<file path="config.mk">
export PLATFORM = sky130hd
export DESIGN_NAME = regfiletmp_commit
export DESIGN_NICKNAME = d
export VERILOG_FILES = /design/src/rtl/regfiletmp_pkg.sv /design/src/rtl/regfiletmp_wrport_mux.sv /design/src/rtl/regfiletmp_commit.sv
export SDC_FILE = /design/constraint.sdc
export NUM_CORES = 1
export LEC_CHECK = 0
export CORE_AREA = 3 3 122 124
export CTS_CLUSTER_DIAMETER = 40
export DETAILED_ROUTE_END_ITERATION = 6
export DIE_AREA = 0 0 125 127
export PLACE_DENSITY = 0.68
export SKIP_LAST_GASP = 1
export SYNTH_ARGS = -nofsm -noshare
export SYNTH_HDL_FRONTEND = slang
export SYNTH_HIERARCHICAL = 1
export SYNTH_SLANG_ARGS = --single-unit
</file>
<file path="constraint.sdc">
create_clock -name clock -period 5.7 [get_ports clock]
set_input_delay 1.14 -clock clock [delete_from_list [all_inputs] [get_ports clock]]
set_output_delay 1.14 -clock clock [all_outputs]
set_load 0.05 [all_outputs]
</file>
<file path="src/rtl/regfiletmp_pkg.sv">
// regfiletmp_pkg
// Shared definitions for the speculative temp register file controller:
// 73-bit entry layout (bit positions of each field), Inst_type encodings
// and the entry width.
package regfiletmp_pkg;

  localparam int ENTRY_W = 73;

  // Entry layout: {rd_reg, PC, Inst_type, spec_data, spec_valid, valid}
  localparam int RD_HI   = 72;
  localparam int RD_LO   = 68;
  localparam int PC_HI   = 67;
  localparam int PC_LO   = 36;
  localparam int TYPE_HI = 35;
  localparam int TYPE_LO = 34;
  localparam int SD_HI   = 33;
  localparam int SD_LO   = 2;
  localparam int SV_BIT  = 1;
  localparam int V_BIT   = 0;

  typedef enum logic [1:0] {
    ITYPE_ALU    = 2'b00,
    ITYPE_STORE  = 2'b01,
    ITYPE_BRANCH = 2'b10,
    ITYPE_OTHER  = 2'b11
  } itype_e;

endpackage

</file>
<file path="src/rtl/regfiletmp_wrport_mux.sv">
// regfiletmp_wrport_mux
// Combinational arbitration of the temp file's single write port between
// dispatch allocation (New_entry) and CDB results (Update_entry), plus
// packing of the 73-bit Data_In word.
// Ports:
//   i_alloc_req   dispatch requests a tag
//   i_alloc_ok    the file has a free entry (count != DEPTH)
//   i_tail        tag to grant
//   i_alloc_rd/pc/type  fields of the dispatched instruction
//   i_cdb_valid/tag/data  execution result
//   o_alloc_ack   tag granted
//   o_cdb_ready   CDB result accepted (only when no allocation)
//   o_new_entry / o_update_entry / o_waddr / o_data_in  temp file write port
module regfiletmp_wrport_mux
  import regfiletmp_pkg::*;
#(
  parameter int AW = 5,
  parameter int DW = 32
) (
  input  logic               i_alloc_req,
  input  logic               i_alloc_ok,
  input  logic [AW-1:0]      i_tail,
  input  logic [4:0]         i_alloc_rd,
  input  logic [31:0]        i_alloc_pc,
  input  logic [1:0]         i_alloc_type,
  input  logic               i_cdb_valid,
  input  logic [AW-1:0]      i_cdb_tag,
  input  logic [DW-1:0]      i_cdb_data,
  output logic               o_alloc_ack,
  output logic               o_cdb_ready,
  output logic               o_new_entry,
  output logic               o_update_entry,
  output logic [AW-1:0]      o_waddr,
  output logic [ENTRY_W-1:0] o_data_in
);

  logic w_ack;

  assign w_ack       = i_alloc_req && i_alloc_ok;
  assign o_alloc_ack = w_ack;
  // Dispatch owns the port whenever it is granted, mirroring the temp
  // file's own New_entry-over-Update_entry priority.
  assign o_cdb_ready = !w_ack;

  always_comb begin
    o_new_entry    = 1'b0;
    o_update_entry = 1'b0;
    o_waddr        = '0;
    o_data_in      = '0;
    if (w_ack) begin
      o_new_entry                  = 1'b1;
      o_waddr                      = i_tail;
      o_data_in[RD_HI:RD_LO]       = i_alloc_rd;
      o_data_in[PC_HI:PC_LO]       = i_alloc_pc;
      o_data_in[TYPE_HI:TYPE_LO]   = i_alloc_type;
      o_data_in[V_BIT]             = 1'b1;
    end else if (i_cdb_valid) begin
      o_update_entry               = 1'b1;
      o_waddr                      = i_cdb_tag;
      o_data_in[SD_HI:SD_LO]       = i_cdb_data;
      o_data_in[SV_BIT]            = 1'b1;
    end
  end

endmodule

</file>
<file path="src/rtl/regfiletmp_commit.sv">
// regfiletmp_commit
// In-order allocate/retire controller for the speculative temp register
// file. Hands out tags in program order, drives the temp file's write port
// (dispatch or CDB), reads the head entry and retires completed results
// into the architectural register file, one per cycle.
// Ports:
//   clock, reset (sync, active-high), flush (discard all in-flight entries)
//   alloc_*   dispatch request / grant (alloc_tag = tail)
//   cdb_*     execution result input, cdb_ready = accepted
//   tmp_*     temp file write port and head read port
//   arf_*     registered architectural register file write
//   commit_*  registered retire indication and PC
// Optional: define RETIRE_CNT_EN to add the 32-bit retire_count output
// (counts every retire, survives flush, wraps).
module regfiletmp_commit
  import regfiletmp_pkg::*;
#(
  parameter int DEPTH = 32,
  parameter int AW    = 5,
  parameter int DW    = 32
) (
  input  logic               clock,
  input  logic               reset,
  input  logic               flush,
  input  logic               alloc_req,
  input  logic [4:0]         alloc_rd,
  input  logic [31:0]        alloc_pc,
  input  logic [1:0]         alloc_type,
  output logic               alloc_ack,
  output logic [AW-1:0]      alloc_tag,
  input  logic               cdb_valid,
  input  logic [AW-1:0]      cdb_tag,
  input  logic [DW-1:0]      cdb_data,
  output logic               cdb_ready,
  output logic               tmp_new_entry,
  output logic               tmp_update_entry,
  output logic [AW-1:0]      tmp_waddr,
  output logic [ENTRY_W-1:0] tmp_data_in,
  output logic [AW-1:0]      tmp_rd_addr,
  input  logic [ENTRY_W-1:0] tmp_rd_data,
`ifdef RETIRE_CNT_EN
  output logic [31:0]        retire_count,
`endif
  output logic               arf_we,
  output logic [4:0]         arf_waddr,
  output logic [DW-1:0]      arf_wdata,
  output logic               commit_valid,
  output logic [31:0]        commit_pc
);

  logic [AW-1:0] r_head;
  logic [AW-1:0] r_tail;
  logic [AW:0]   r_count;

  logic w_alloc_ok;
  logic w_alloc_ack;
  logic w_commit_fire;
  logic w_arf_write;

  // Full check uses only the registered count, so a retire in the same
  // cycle never frees a slot for this cycle's allocation.
  assign w_alloc_ok = (r_count != (AW+1)'(DEPTH));

  regfiletmp_wrport_mux #(.AW(AW), .DW(DW)) u_wrport_mux (
    .i_alloc_req    (alloc_req),
    .i_alloc_ok     (w_alloc_ok),
    .i_tail         (r_tail),
    .i_alloc_rd     (alloc_rd),
    .i_alloc_pc     (alloc_pc),
    .i_alloc_type   (alloc_type),
    .i_cdb_valid    (cdb_valid),
    .i_cdb_tag      (cdb_tag),
    .i_cdb_data     (cdb_data),
    .o_alloc_ack    (w_alloc_ack),
    .o_cdb_ready    (cdb_ready),
    .o_new_entry    (tmp_new_entry),
    .o_update_entry (tmp_update_entry),
    .o_waddr        (tmp_waddr),
    .o_data_in      (tmp_data_in)
  );

  assign alloc_ack   = w_alloc_ack;
  assign alloc_tag   = r_tail;
  assign tmp_rd_addr = r_head;

  // Count gating keeps a stale completed entry at the head of an empty
  // file from retiring.
  assign w_commit_fire = (r_count != '0) && tmp_rd_data[V_BIT] &&
                         tmp_rd_data[SV_BIT] && !flush;

  // Only ALU results with a nonzero destination update architectural state.
  assign w_arf_write = (tmp_rd_data[TYPE_HI:TYPE_LO] == ITYPE_ALU) &&
                       (tmp_rd_data[RD_HI:RD_LO] != 5'd0);

  always_ff @(posedge clock) begin
    if (reset) begin
      r_head       <= '0;
      r_tail       <= '0;
      r_count      <= '0;
      arf_we       <= 1'b0;
      arf_waddr    <= '0;
      arf_wdata    <= '0;
      commit_valid <= 1'b0;
      commit_pc    <= '0;
    end else if (flush) begin
      // Any grant made in this cycle is dropped along with the rest.
      r_head       <= '0;
      r_tail       <= '0;
      r_count      <= '0;
      arf_we       <= 1'b0;
      commit_valid <= 1'b0;
    end else begin
      r_head       <= r_head + AW'(w_commit_fire);
      r_tail       <= r_tail + AW'(w_alloc_ack);
      r_count      <= r_count + (AW+1)'(w_alloc_ack) - (AW+1)'(w_commit_fire);
      commit_valid <= w_commit_fire;
      arf_we       <= w_commit_fire && w_arf_write;
      if (w_commit_fire) begin
        commit_pc <= tmp_rd_data[PC_HI:PC_LO];
        arf_waddr <= tmp_rd_data[RD_HI:RD_LO];
        arf_wdata <= DW'(tmp_rd_data[SD_HI:SD_LO]);
      end
    end
  end

`ifdef RETIRE_CNT_EN
  logic [31:0] r_retire_count;

  // Lifetime retire counter: flush does not clear it.
  always_ff @(posedge clock) begin
    if (reset) begin
      r_retire_count <= '0;
    end else if (w_commit_fire) begin
      r_retire_count <= r_retire_count + 32'd1;
    end
  end

  assign retire_count = r_retire_count;
`endif

endmodule
</file>
---- After elaboration in Yosys (flattened, before gate mapping) ----
Cells that the tools add are included.
operators by class
  add/subtract/negate cells ............... 4
  multipliers ............................. 0
  div/mod/pow operators ................... 0
  $lt $le $gt $ge ......................... 0
  equal/unequal tests ..................... 1
  shifts and indexed selects .............. 0
  muxes and demuxes ....................... 8
  bitwise operators ....................... 1
  reductions and logical operators ........ 13
operators by type and width
  kind                                           count
  33-bit 2-to-1 mux                              2
  39-bit 2-to-1 mux                              1
  5-bit by 1-bit adder with 5-bit output         2
  5-bit 2-to-1 mux                               2
  6-bit by 1-bit adder with 6-bit output         1
  1-bit logical AND                              6
  6-bit inequality test (second input constant)  1
  6-bit nonzero test                             1
  6-bit by 1-bit subtractor with 6-bit output    1
  5-bit nonzero test                             1
  1-bit 2-to-1 mux                               3
  1-bit logical NOT                              2
  2-bit logical NOT                              1
  2-bit AND reduction                            1
  2-bit OR reduction                             1
  1-bit NOT                                      1
storage, ports and cells
  bits in registers ....................... 87
  bits in latches ......................... 0
  RAM bits ................................ 0
  ROM bits ................................ 0
  bits of input ports ..................... 154
  memories ................................ 0

---- Logic depth before layout (Yosys ltp) ----
  depth after elaboration ................. 5
  depth in mapped cells ................... 15
  gate-level depth less buffers ........... 13

---- By module ----
Netlist, hierarchy kept.
by module, submodules not included
  module                 instances  cells each  area an instance (um^2)  sequential area each (um^2)
  regfiletmp_commit      1          391         3273.1                   1741.7
  regfiletmp_wrport_mux  1          107         643.1                    0.0

---- Worst setup path after synthesis ----
OpenSTA, ideal clock, no wires.
  kind .................................... input-to-output
  start ................................... input port alloc_req
  end ..................................... output port tmp_waddr[0]
  data arrival time ....................... 2706 ps
  path slack .............................. 1854 ps
  stages on the path ...................... 3
  path through ............................ nand2_4 -> inv_1 -> o21ai_0
between the ends
  word-level cells in the longest chain between the ends .. 2
ends and longest elaborated chain
  what               line                         RTL
  start, declared    regfiletmp_commit.sv:25      input logic alloc_req,
  1-bit logical AND  regfiletmp_wrport_mux.sv:39  assign w_ack = i_alloc_req && i_alloc_ok;
  net alloc_ack      regfiletmp_commit.sv:29      output logic alloc_ack,
  5-bit 2-to-1 mux   regfiletmp_wrport_mux.sv:50  if (w_ack) begin
  end, declared      regfiletmp_commit.sv:37      output logic [AW-1:0] tmp_waddr,
The timed path passes the listed nets, and every way through them passes these cells.

---- Worst setup path in the final report ----
  start ................................... input port alloc_req
  end ..................................... output port tmp_waddr[1]
between the ends
  word-level cells in the longest chain between the ends .. 2
ends and longest elaborated chain
  what               line
  1-bit logical AND  regfiletmp_wrport_mux.sv:39
  5-bit 2-to-1 mux   regfiletmp_wrport_mux.sv:50
No other way between the ends.

==> results.py <==
metrics = {
    "run_status": {
        "status": "finished clean",
    },
    "global_route": {
        "grt_first_pass_wirelength_um": 24700,
        "grt_pass1_vias": 4475,
        "grt-ovfl-total": 0,
        "grt_usage_pct": 19.6,
        "grt_start_max_net_pins": 72,
        "antenna_found_initial": 1,
    },
    "clock_tree": {
        "cts_buffer_depth": 2,
        "cts_setup_buffers": 0,
        "clock-root-buffer": "clkbuf_16",
        "path_clk_slew_ns": 0.06,
        "cts_resized": 0,
        "cts_tree": "yes",
        "cts_sinks": 87,
        "numCtsBuffers": 9,
        "cts_max_level": 3,
        "cts_hold_buf": 0,
        "clock_latency_ns": 0.33,
    },
    "critical_path": {
        "crit_fanout": 45,
        "worstSetupEndpointType": "primary output",
        "timing.critical_path.mode_cell": "clkdlybuf4s50_1",
        "critPathSlowestCell": "clkdlybuf4s50_1",
        "startpoint": "alloc_req",
        "crit_path_end": "tmp_waddr[1]",
        "timing.rr.start": "r_count[3]",
        "reg2reg_slack_ns": 2.46,
        "path_cells": "clkdlybuf4s50_1, buf_4, nand2_4, inv_1, o21ai_0, clkdlybuf4s50_1",
        "cp.depth": 6,
        "start_kind": "input port",
        "crit_type": "in2out",
        "cp.arrival_ns": 3.47,
        "cp.required_ns": 4.56,
        "slowest_delay_ns": 0.73,
        "r2r_cells": 14,
        "cp.buffers_inverters": 4,
        "cp_top_family": "buffers and inverters",
        "r2r-end": "r_count[4]",
    },
    "final_layout": {
        "fillerInstances": 1244,
        "final_cells": 974,
        "final_cell_mix": "clkdlybuf4s50_1 (315), nand2_1 (145), dfxtp_1 (87)",
        "drive_gt1_share_pct": 3.40,
        "seq_area_mm2": 0.00174,
        "finish.utilization_pct": 53.5,
        "layout_commonest_cell": "clkdlybuf4s50_1",
        "nets": 956,
        "area_growth_pct": 89.5,
        "multiInputGateArea_mm2": 0.00190,
    },
    "synth": {
        "synth_nets": 666,
        "syn_area_per_cell_um2": 7.86,
        "synth.distinct_cells": 32,
        "synthArstFlopShare_pct": 0,
        "synth_seq_cells": 87,
        "synth_warnings": 6,
        "yosys.area.top_type": "dfxtp_1",
        "synth_top_area_share_pct": 44.5,
        "synth_enable_flop_cells": 0,
        "syn_area_mm2": 0.00392,
        "synth_cells": 498,
        "synth_area_leaders": "dfxtp_1 (44%), nand2_1 (14%), and3_1 (11%)",
        "synth-main-ff-cell": "dfxtp_1",
        "seq_area_frac_synth_pct": 44.5,
    },
    "timing": {
        "finalHoldViolations": 0,
        "setup_violations": 0,
        "tns_ns": 0,
        "max_clock_freq_ghz": 0.217,
        "skew_ns": 0.00500,
        "fin_crit_sh_pct": 80.9,
        "rsz0062_at_grt": "no",
        "worstMarginPinSlew_ns": 0.926,
        "maxSlewViolCount": 0,
        "min_period_ns": 4.61,
        "max-slew-margin-rel_pct": 38.1,
    },
    "power": {
        "power.density_mw_per_mm2": 324,
        "power.leakage_nw": 2.84,
        "peakVddDrop_uv": 145,
    },
    "placement": {
        "dp_hpwl_um": 12700,
        "io_buffers": 316,
        "dp.cells": 957,
        "place.gp.congestion": 0.949,
    },
    "routing": {
        "route.detailed.wl_per_inst_um": 17.0,
        "routed_wl_um": 16600,
        "initialDrtViolationCount": 211,
        "vias_per_cell": 4.63,
        "drc_errors": 0,
        "num_vias": 4511,
        "antenna_left": 0,
        "firstDrtPassIters": 6,
    },
    "job": {
        "maxCapViolCount": 0,
    },
    "floorplanning": {
        "die_height_um": 127,
        "die_x_um": 125,
        "core_region_area_mm2": 0.0139,
        "ios": 317,
        "start_util_pct": 28.2,
        "rows": 43,
        "dieArea_mm2": 0.0159,
    },
    "min_path": {
        "hold_class": "reg2reg",
    },
}
-- routing by layer --
layer | wire (um) | global-route usage [%]
met5 | 0 | 0
met4 | 510 | 8.16
met3 | 1570 | 7.19
met2 | 8430 | 35.9
met1 | 6050 | 20.1
-- final cells by class --
type | instances | share of cell area (%)
Sequential cell | 87 | 23.5
Inverter | 10 | 0.506
Antenna cell | 1 | 0.0337
Multi-Input combinational cell | 359 | 25.5
Clock inverter | 6 | 1.26
Tap cell | 180 | 3.03
Clock buffer | 10 | 3.09
Timing Repair Buffer | 321 | 43.1
-- cells by family (layout without fill, tap and decap cells) --
kind of cell / after synthesis / in the layout / synth area share, %
AO/OA/AOI/OAI: 81 / 81 / 10.7
XOR/XNOR: 9 / 9 / 2.01
adder cells (fa/ha/maj): 14 / 14 / 4.66
buffers and inverters: 52 / 347 / 7.16
flip-flops: 87 / 87 / 44.5
other: 0 / 1 / 0
AND/OR/NAND/NOR: 255 / 255 / 31.0
-- tightest hold or removal path, cell delays in order (launching register included) --
cell and delay, ns:
dfxtp_1 0.30, nand2_1 0.05, a21oi_1 0.05
-- cells in the mapped netlist (2+ instances only) --
master / count
nor2_1: 11
inv_1: 9
and2_1: 7
clkbuf_1: 14
xnor2_1: 5
ha_1: 13
o21ai_0: 6
xor2_1: 4
nor4_1: 2
a21oi_1: 71
buf_6: 4
and3_1: 71
nand3_1: 11
nand2_1: 145
buf_2: 11
buf_4: 10
dfxtp_1: 87
clkbuf_2: 3
-- stage by stage --
stage	setup WS (ns)	total power [mW]	hold slack, ns	instance area (um2)
2_1_floorplan	1.85	1.41	0.654	3920
3_3_place_gp	1.15	1.78	0.441	7100
3_5_place_dp	1.09	1.79	0.447	7100
4_1_cts	1.08	2.43	0.455	7420
5_1_grt	0.907	2.51	0.470	7420
6_report	1.09	2.40	0.452	7420
-- where the power goes --
group          total, mW  switching [mW]  leakage (nW)  internal (mW)
registers          0.682          0.0248         0.703          0.658
clock network      0.629           0.242         0.153          0.387
logic               1.09           0.700          1.99          0.391
total               2.40           0.966          2.84           1.44
-- flip-flops by register name (all words and copies together) (netlist names) --
register	count
alloc_tag	5
arf_waddr	5
arf_wdata	32
arf_we	1
commit_pc	32
commit_valid	1
r_count	6
tmp_rd_addr	5
-- how the worst min path moves through the flow --
stage                   from  cells after the start             to
6_report       commit_pc[30]                      2  commit_pc[30]
4_1_cts        commit_pc[30]                      2  commit_pc[30]
3_5_place_dp   arf_wdata[23]                      2  arf_wdata[23]
5_1_grt        commit_pc[14]                      2  commit_pc[14]
2_1_floorplan     r_count[3]                      3     r_count[5]
3_3_place_gp   arf_wdata[22]                      2  arf_wdata[22]
(Power assumes the default switching activity.)
